`src/rtl/multi_gate_pkg.sv`:
```
//------------------------------------------------------------------------------
// Module  : multi_gate_pkg
// Brief   : Operation codes and the op type shared by the multi-gate pipeline.
// Rev     : 1.0 - initial release
//------------------------------------------------------------------------------
`default_nettype none

package multi_gate_pkg;

    typedef logic [2:0] op_t;

    localparam op_t OP_AND  = 3'd0;
    localparam op_t OP_OR   = 3'd1;
    localparam op_t OP_XOR  = 3'd2;
    localparam op_t OP_NAND = 3'd3;
    localparam op_t OP_NOR  = 3'd4;
    localparam op_t OP_XNOR = 3'd5;
    localparam op_t OP_PASS = 3'd6;
    localparam op_t OP_RSVD = 3'd7;

endpackage : multi_gate_pkg

`default_nettype wire

```
`src/rtl/gate_reduce.sv`:
```
//------------------------------------------------------------------------------
// Module  : gate_reduce
// Brief   : Combinational bitwise reduction of NUM_IN operands selected by op.
// Rev     : 1.0 - initial release
//------------------------------------------------------------------------------
`default_nettype none

module gate_reduce
    import multi_gate_pkg::*;
#(
    parameter int WIDTH  = 4,
    parameter int NUM_IN = 2
) (
    input  logic [NUM_IN*WIDTH-1:0] i_a,
    input  op_t                     i_op,
    output logic [WIDTH-1:0]        o_y,
    output logic                    o_err
);

    logic [WIDTH-1:0] w_and;
    logic [WIDTH-1:0] w_or;
    logic [WIDTH-1:0] w_xor;

    always_comb begin
        w_and = i_a[WIDTH-1:0];
        w_or  = i_a[WIDTH-1:0];
        w_xor = i_a[WIDTH-1:0];
        for (int k = 1; k < NUM_IN; k++) begin
            w_and = w_and & i_a[k*WIDTH +: WIDTH];
            w_or  = w_or  | i_a[k*WIDTH +: WIDTH];
            w_xor = w_xor ^ i_a[k*WIDTH +: WIDTH];
        end
    end

    always_comb begin
        o_y   = '0;
        o_err = 1'b0;
        case (i_op)
            OP_AND:  o_y = w_and;
            OP_OR:   o_y = w_or;
            OP_XOR:  o_y = w_xor;
            OP_NAND: o_y = ~w_and;
            OP_NOR:  o_y = ~w_or;
            OP_XNOR: o_y = ~w_xor;
            OP_PASS: o_y = i_a[WIDTH-1:0];
            default: o_err = 1'b1;
        endcase
    end

endmodule : gate_reduce

`default_nettype wire

```
`src/rtl/multi_gate_pipe.sv`:
```
//------------------------------------------------------------------------------
// Module  : multi_gate_pipe
// Brief   : Two-stage valid/ready gate-reduction pipeline with transfer counter.
//           Define MULTI_GATE_PIPE_PARITY_EN to add a registered parity output.
// Rev     : 1.0 - initial release
//------------------------------------------------------------------------------
`default_nettype none

module multi_gate_pipe
    import multi_gate_pkg::*;
#(
    parameter int WIDTH  = 4,
    parameter int NUM_IN = 2,
    parameter int CNT_W  = 8
) (
    input  logic                    clk,
    input  logic                    rst_n,
    input  logic                    i_in_valid,
    output logic                    o_in_ready,
    input  op_t                     i_op,
    input  logic [NUM_IN*WIDTH-1:0] i_a,
    output logic                    o_out_valid,
    input  logic                    i_out_ready,
    output logic [WIDTH-1:0]        o_y,
    output logic                    o_op_err,
    output logic [CNT_W-1:0]        o_count
`ifdef MULTI_GATE_PIPE_PARITY_EN
    ,
    output logic                    o_parity
`endif
);

    logic                    r_run;
    logic                    r_s1_valid;
    logic [NUM_IN*WIDTH-1:0] r_s1_a;
    op_t                     r_s1_op;
    logic                    r_s2_valid;
    logic [WIDTH-1:0]        r_s2_y;
    logic                    r_s2_err;
    logic [CNT_W-1:0]        r_count;

    logic                    w_s2_load;
    logic                    w_s1_load;
    logic                    w_in_xfer;
    logic                    w_out_xfer;
    logic [WIDTH-1:0]        w_y;
    logic                    w_err;

    assign w_s2_load  = !r_s2_valid || i_out_ready;
    assign w_s1_load  = !r_s1_valid || w_s2_load;
    // r_run keeps the input closed until the first edge after reset release.
    assign o_in_ready = r_run && w_s1_load;
    assign w_in_xfer  = i_in_valid && o_in_ready;
    assign w_out_xfer = r_s2_valid && i_out_ready;

    gate_reduce #(
        .WIDTH  (WIDTH),
        .NUM_IN (NUM_IN)
    ) u_gate_reduce (
        .i_a   (r_s1_a),
        .i_op  (r_s1_op),
        .o_y   (w_y),
        .o_err (w_err)
    );

    always_ff @(posedge clk or negedge rst_n) begin
        if (!rst_n) begin
            r_run      <= 1'b0;
            r_s1_valid <= 1'b0;
            r_s1_a     <= '0;
            r_s1_op    <= OP_AND;
        end else begin
            r_run <= 1'b1;
            if (w_s1_load) begin
                r_s1_valid <= w_in_xfer;
                if (w_in_xfer) begin
                    r_s1_a  <= i_a;
                    r_s1_op <= i_op;
                end
            end
        end
    end

    always_ff @(posedge clk or negedge rst_n) begin
        if (!rst_n) begin
            r_s2_valid <= 1'b0;
            r_s2_y     <= '0;
            r_s2_err   <= 1'b0;
        end else if (w_s2_load) begin
            r_s2_valid <= r_s1_valid;
            if (r_s1_valid) begin
                r_s2_y   <= w_y;
                r_s2_err <= w_err;
            end
        end
    end

    always_ff @(posedge clk or negedge rst_n) begin
        if (!rst_n) begin
            r_count <= '0;
        end else if (w_out_xfer) begin
            r_count <= r_count + 1'b1;
        end
    end

`ifdef MULTI_GATE_PIPE_PARITY_EN
    logic r_parity;

    always_ff @(posedge clk or negedge rst_n) begin
        if (!rst_n) begin
            r_parity <= 1'b0;
        end else if (w_s2_load && r_s1_valid) begin
            r_parity <= ^w_y;
        end
    end

    assign o_parity = r_parity;
`endif

    assign o_out_valid = r_s2_valid;
    assign o_y         = r_s2_y;
    assign o_op_err    = r_s2_err;
    assign o_count     = r_count;

endmodule : multi_gate_pipe

`default_nettype wire

```
`config.mk`:
```
export PLATFORM = sky130hd
export DESIGN_NAME = multi_gate_pipe
export DESIGN_NICKNAME = d
export VERILOG_FILES = /design/src/rtl/multi_gate_pkg.sv /design/src/rtl/gate_reduce.sv /design/src/rtl/multi_gate_pipe.sv
export SDC_FILE = /design/constraint.sdc
export NUM_CORES = 1
export LEC_CHECK = 0
export ABC_CLOCK_PERIOD_IN_PS = 2300
export BUFFER_PORTS_ARGS = -buffer_cell sky130_fd_sc_hd__buf_2
export CAP_MARGIN = 30
export CORE_AREA = 2 2 61 63
export CTS_BUF_LIST = sky130_fd_sc_hd__clkbuf_16
export DETAILED_ROUTE_END_ITERATION = 6
export DIE_AREA = 0 0 63 65
export PLACE_DENSITY = 0.65
export RECOVER_POWER = 25
export SLEW_MARGIN = 20
export SYNTH_ARGS = -nofsm -noshare
export SYNTH_HDL_FRONTEND = slang
export SYNTH_SLANG_ARGS = --single-unit
```
`constraint.sdc`:
```
create_clock -name clk -period 2.3 [get_ports clk]
set_input_delay 0.115 -clock clk [delete_from_list [all_inputs] [get_ports clk]]
set_output_delay 0.115 -clock clk [all_outputs]
set_load 0.05 [all_outputs]
```
-- Yosys cells after proc, flatten, opt, wreduce, memory -nomap -nowiden
Cells that the tools add are included.
- bits in registers: 27
- bits in read-only memories: 0
- memory bits (writable): 0
- logic and storage cells: 34
- memories kept: 0
- input bits: 15
- bits in latches: 0
- add/sub/neg operators: 1
- bitwise logic cells: 6
- mux-type cells: 2
- $mul: 0
- reduce and logical (&&, ||, !) cells: 11
- shifts and indexed selects: 0
- order comparisons: 0
- divide/modulo/power cells: 0
- eq/ne operators: 6
- operator list (operator ; count):
    4-bit case mux with 7 select lines ; 1
    4-bit NOT ; 3
    3-bit == test (second input constant) ; 3
    8-bit by 1-bit adder with 8-bit output (second input constant) ; 1
    7-bit OR reduction ; 1
    3-bit by 2-bit == test with 1-bit output (second input constant) ; 2
    4-bit AND ; 1
    4-bit bitwise OR ; 1
    2-bit AND reduction ; 2
    4-bit bitwise XOR ; 1
    3-bit by 1-bit == test with 1-bit output (second input constant) ; 1
    1-bit logical AND ; 3
    3-bit zero test ; 1
    1-bit zero test ; 2
    1-bit logical OR ; 2
    1-bit 2-to-1 mux ; 1

-- Logic depth before layout (Yosys ltp)
- depth after elaboration: 6
- depth in mapped cells: 6

-- By module
Synthesis repeated with hierarchy kept, for this count alone.
- cell total of the unflattened synthesis: 131
- area total of the unflattened synthesis: 1432.6 um^2
- by module, submodules not included (module ; instances ; area an instance (um^2) ; cells an instance):
    multi_gate_pipe ; 1 ; 1066.0 ; 73
    gate_reduce ; 1 ; 366.6 ; 58

-- Least setup slack after synthesis
No wires, ideal clock.
- path kind: register to register
- from: register r_s2_valid, in the netlist o_out_valid
- to: register r_s1_a[0]
- data arrival time: 1.727 ns
- stages on the path, launching flop included: 6
- path buffers: 1
- period minus slack after synthesis: 1.852 ns
- setup slack: 0.448 ns
- required time: 2.175 ns
- cell sequence: dfrtp_1 -> nand3b_1 -> and2_2 -> nand2_2 -> buf_6 -> mux2_2
- word-level cells in the longest chain between the ends: 6
- ends and longest elaborated chain (item ; line ; RTL):
    from (decl) ; multi_gate_pipe.sv:37 ; logic r_s2_valid;
    from (signal assigned) ; multi_gate_pipe.sv:90 ; r_s2_valid <= r_s1_valid;
    1-bit zero test ; multi_gate_pipe.sv:49 ; assign w_s2_load = !r_s2_valid || i_out_ready;
    1-bit logical OR ; multi_gate_pipe.sv:49 ;
    1-bit logical OR ; multi_gate_pipe.sv:50 ; assign w_s1_load = !r_s1_valid || w_s2_load;
    1-bit logical AND ; multi_gate_pipe.sv:52 ; assign o_in_ready = r_run && w_s1_load;
    net o_in_ready ; multi_gate_pipe.sv:19 ; output logic o_in_ready,
    1-bit logical AND ; multi_gate_pipe.sv:53 ; assign w_in_xfer = i_in_valid && o_in_ready;
    2-bit AND reduction (no line) ; -- ;
    to (signal assigned) ; multi_gate_pipe.sv:77 ; r_s1_a <= i_a;
    to (decl) ; multi_gate_pipe.sv:35 ; logic [NUM_IN*WIDTH-1:0] r_s1_a;
The timed path passes the listed nets, and every way through them passes these cells.
A chain may end at the register's enable or synchronous reset.

-- Final worst setup path
- from: register r_s1_op[2]
- to: register r_s2_y[1], in the netlist o_y[1]
- word-level cells in the longest chain between the ends: 2
- elaborated cells between the ends (all ways): 8
- ends and longest elaborated chain (item ; line ; RTL):
    from (decl) ; multi_gate_pipe.sv:36 ; op_t r_s1_op;
    from (signal assigned) ; multi_gate_pipe.sv:78 ; r_s1_op <= i_op;
    3-bit == test (tied with other cells) ; gate_reduce.sv:38 ; case (i_op)
    4-bit case mux with 7 select lines * ; gate_reduce.sv:38 ;
    to (signal assigned) ; multi_gate_pipe.sv:92 ; r_s2_y <= w_y;
    to (decl) ; multi_gate_pipe.sv:38 ; logic [WIDTH-1:0] r_s2_y;
Mark *: on every way between the ends. The rest lies on a longest branch, timed or not.

==> impl_metrics.ini <==
[outcome]
status = finished, final reports clean

[grt]
grt-ovfl-total = 0
track_usage_pct = 14.32
antenna_found_initial = 0
grt_pass1_vias = 1049
grt_pass1_wl_um = 4581
grt_max_degree = 28

[routing]
drtIter0Drc = 62
via_per_inst = 5.020
drc = 0
antenna_left = 0
totalWireLength_um = 2630
wl_per_cell_um = 13.02
num_vias = 1014
drt_first_pass_iters = 4

[power_and_ir_drop]
power_uw = 1828
power_frac_clock_pct = 21.8
cellPowerDensity_nw_per_um2 = 1076
power.switching_uw = 749.9
combPwrFrac_pct = 39.1
intPower_uw = 1078
switching_share_pct = 41.02
seqPwrFrac_pct = 39.1
leakage_uw = 0.0008377
vdd_drop_max_v = 0.0007295

[timing]
hold_viol = 0
slew_headroom_pct = 1.335
finalSetupViolations = 0
setup-tns-final_ns = 0
holdWs_ns = 0.08146
min_period_over_period_pct = 77.55
tightestPinTransition_ns = 1.480
grt_setup_unrepaired = false
min_period_ns = 1.784
finalClockSkew_ns = 0.003039
slew_viol_final = 0
clock.fmax_mhz = 560.7

[final_layout]
diodes = 0
syn_to_final_growth_pct = 16.17
fin_nets = 179
drive_gt1_share_pct = 33.12
nFillCells = 337

[floorplan]
num_rows = 22
die-area_um2 = 4095
start_util_pct = 41.84
core_region_area_um2 = 3496
ios = 30
fp.dieH_um = 65
die_w_um = 63

[hold_path]
hold_class = in -> reg
hold_path_depth = 2

[clock_network]
post_cts_buffers = 0
cts_buffers = 3
cts_max_level = 1
cts_tree = built
path_clk_slew_ns = 0.07
clock-sinks = 27
clk_latency_ns = 0.26
clockRootBuffer = clkbuf_16
clockBufferDepth = 2

[placement]
gp_congestion = 0.7867
io_buffers = 29
dpl.hpwl_um = 1911

[synth]
yosysSeqAreaShare_pct = 46.19
synth_most_common_cell = dfrtp_1
syn_area_um2 = 1463
synth_top_cell_area_share_pct = 46.19
ys.flop_type = dfrtp_1
syn_nets = 149
ys_seq_elements = 27
async_reset_ff_share_pct = 100.0
synth_cell_types = 32
synthTopCellsByArea = dfrtp_1, mux2_2, ha_1
synth-edff-count = 0
yosys-top-cells-count = dfrtp_1, mux2_2, ha_1, inv_1, nand2_1
syn_area_per_cell_um2 = 11.70
syn_inst = 125
synth-warning-count = 0
synth_top_cell_by_area = dfrtp_1

[setup_path]
r2r_cells = 4
crit_fanout = 17
cp_data_required_time_ns = 2.45
cp-start-kind = flop
endpoint_kind = flop
critical_path_arrival_ns = 1.93
path_class = reg -> reg

[flow_run]
maxCapViolations = 0
[area by class of cell]
class / instances / area (um^2) / share of cell area (%)
repair buffers: 30 / 153.9 / 9.057
inverters: 9 / 33.78 / 1.988
multi-input cells: 84 / 693.2 / 40.80
clock inverters: 1 / 7.507 / 0.4418
clock buffers: 3 / 75.07 / 4.418
flip-flops and latches: 27 / 675.6 / 39.76
well taps: 48 / 60.06 / 3.535
[stage by stage]
stage	cells	area, um^2	setup WS, ns	util [%]
6_report	202	1699	0.5164	48.60
5_1_grt	202	1699	0.3482	48.60
4_1_cts	202	1700	0.5144	48.64
3_5_place_dp	197	1608	0.5206	45.99
3_3_place_gp	197	1608	0.6324	45.99
2_1_floorplan	125	1463	0.4481	-
[worst paths after layout]
path	startpoint	endpoint	slack (ns)
setup / recovery	r_s1_op[2]	o_y[1]	0.52
hold / removal	i_a[0]	r_s1_a[0]	0.08
setup reg to reg	r_s1_op[2]	o_y[1]	0.52
hold reg to reg	o_count[7]	o_count[7]	0.47
max in group asynchronous	rst_n	o_y[2]	0.69
min in group asynchronous	rst_n	o_count[1]	0.74
[logic make-up (layout without fill, tap and decap cells)]
family                     after synthesis  after routing  synth area share (%)
AOI/OAI and AO/OA                       15             15                 8.554
xor gates and xnor gates                 7              7                 4.192
adders and majority gates                9              9                 7.699
buffers and inverters                   14             43                 6.415
DFF                                     27             27                 46.19
muxes                                   21             21                 15.65
other                                    1              1                0.2564
and+or+nand+nor                         31             31                 11.03
[power by group through the flow]
| stage | sequential [uW] | combinational (uW) | clock [uW] |
|---|---|---|---|
| 2_1_floorplan | 952 | 337 | 0 |
| 3_3_place_gp | 715 | 699 | 0 |
| 3_5_place_dp | 724 | 721 | 0 |
| 4_1_cts | 716 | 724 | 408 |
| 5_1_grt | 738 | 777 | 429 |
| 6_report | 715 | 716 | 398 |
[registers in the layout (all words and copies together) (netlist names)]
signal       cells
o_count          8
o_op_err         1
o_out_valid      1
o_y              4
r_run            1
r_s1_a           8
r_s1_op          3
r_s1_valid       1
[per-layer routing]
| layer | global-route usage (%) | wire [um] | vias up |
|---|---|---|---|
| li1 | - | - | 491 |
| met4 | 3.333 | 16 | 0 |
| met3 | 4.340 | 131 | 2 |
| met2 | 24.60 | 1331 | 20 |
| met5 | 0 | 0 | - |
| met1 | 17.65 | 1151 | 501 |
[cells in the final DEF (no fill, tap or decap), drive strengths merged]
master,n
nor2,6
o32a,1
and3b,1
mux2,15
a21o,1
a21oi,2
nor3b,1
a31oi,1
dfrtp,27
mux2i,6
conb,1
o21ai,1
clkinvlp,1
o221ai,4
nand2b,4
clkbuf,4
inv,9
a2111o,1
and2,1
xnor2,4
buf,28
nand3b,2
or2b,1
nand3,5
a22o,1
ha,9
xor2,3
dlygate4sd3,1
nand2,9
a32o,3
nor3,1
[critical path, cell delays in order, from the launching register on]
cell and delay [ns]:
dfrtp_1 0.73, or2b_2 0.25, o21ai_0 0.09, a2111o_1 0.36, a32o_1 0.25
[timing repair]
item / 4_1_cts / 5_1_grt
hold endpoints to repair: 27 / 0
resized for setup: 0 / 0
hold buffers: 1 / 0
Note: power is estimated with default switching activity, not from simulation.
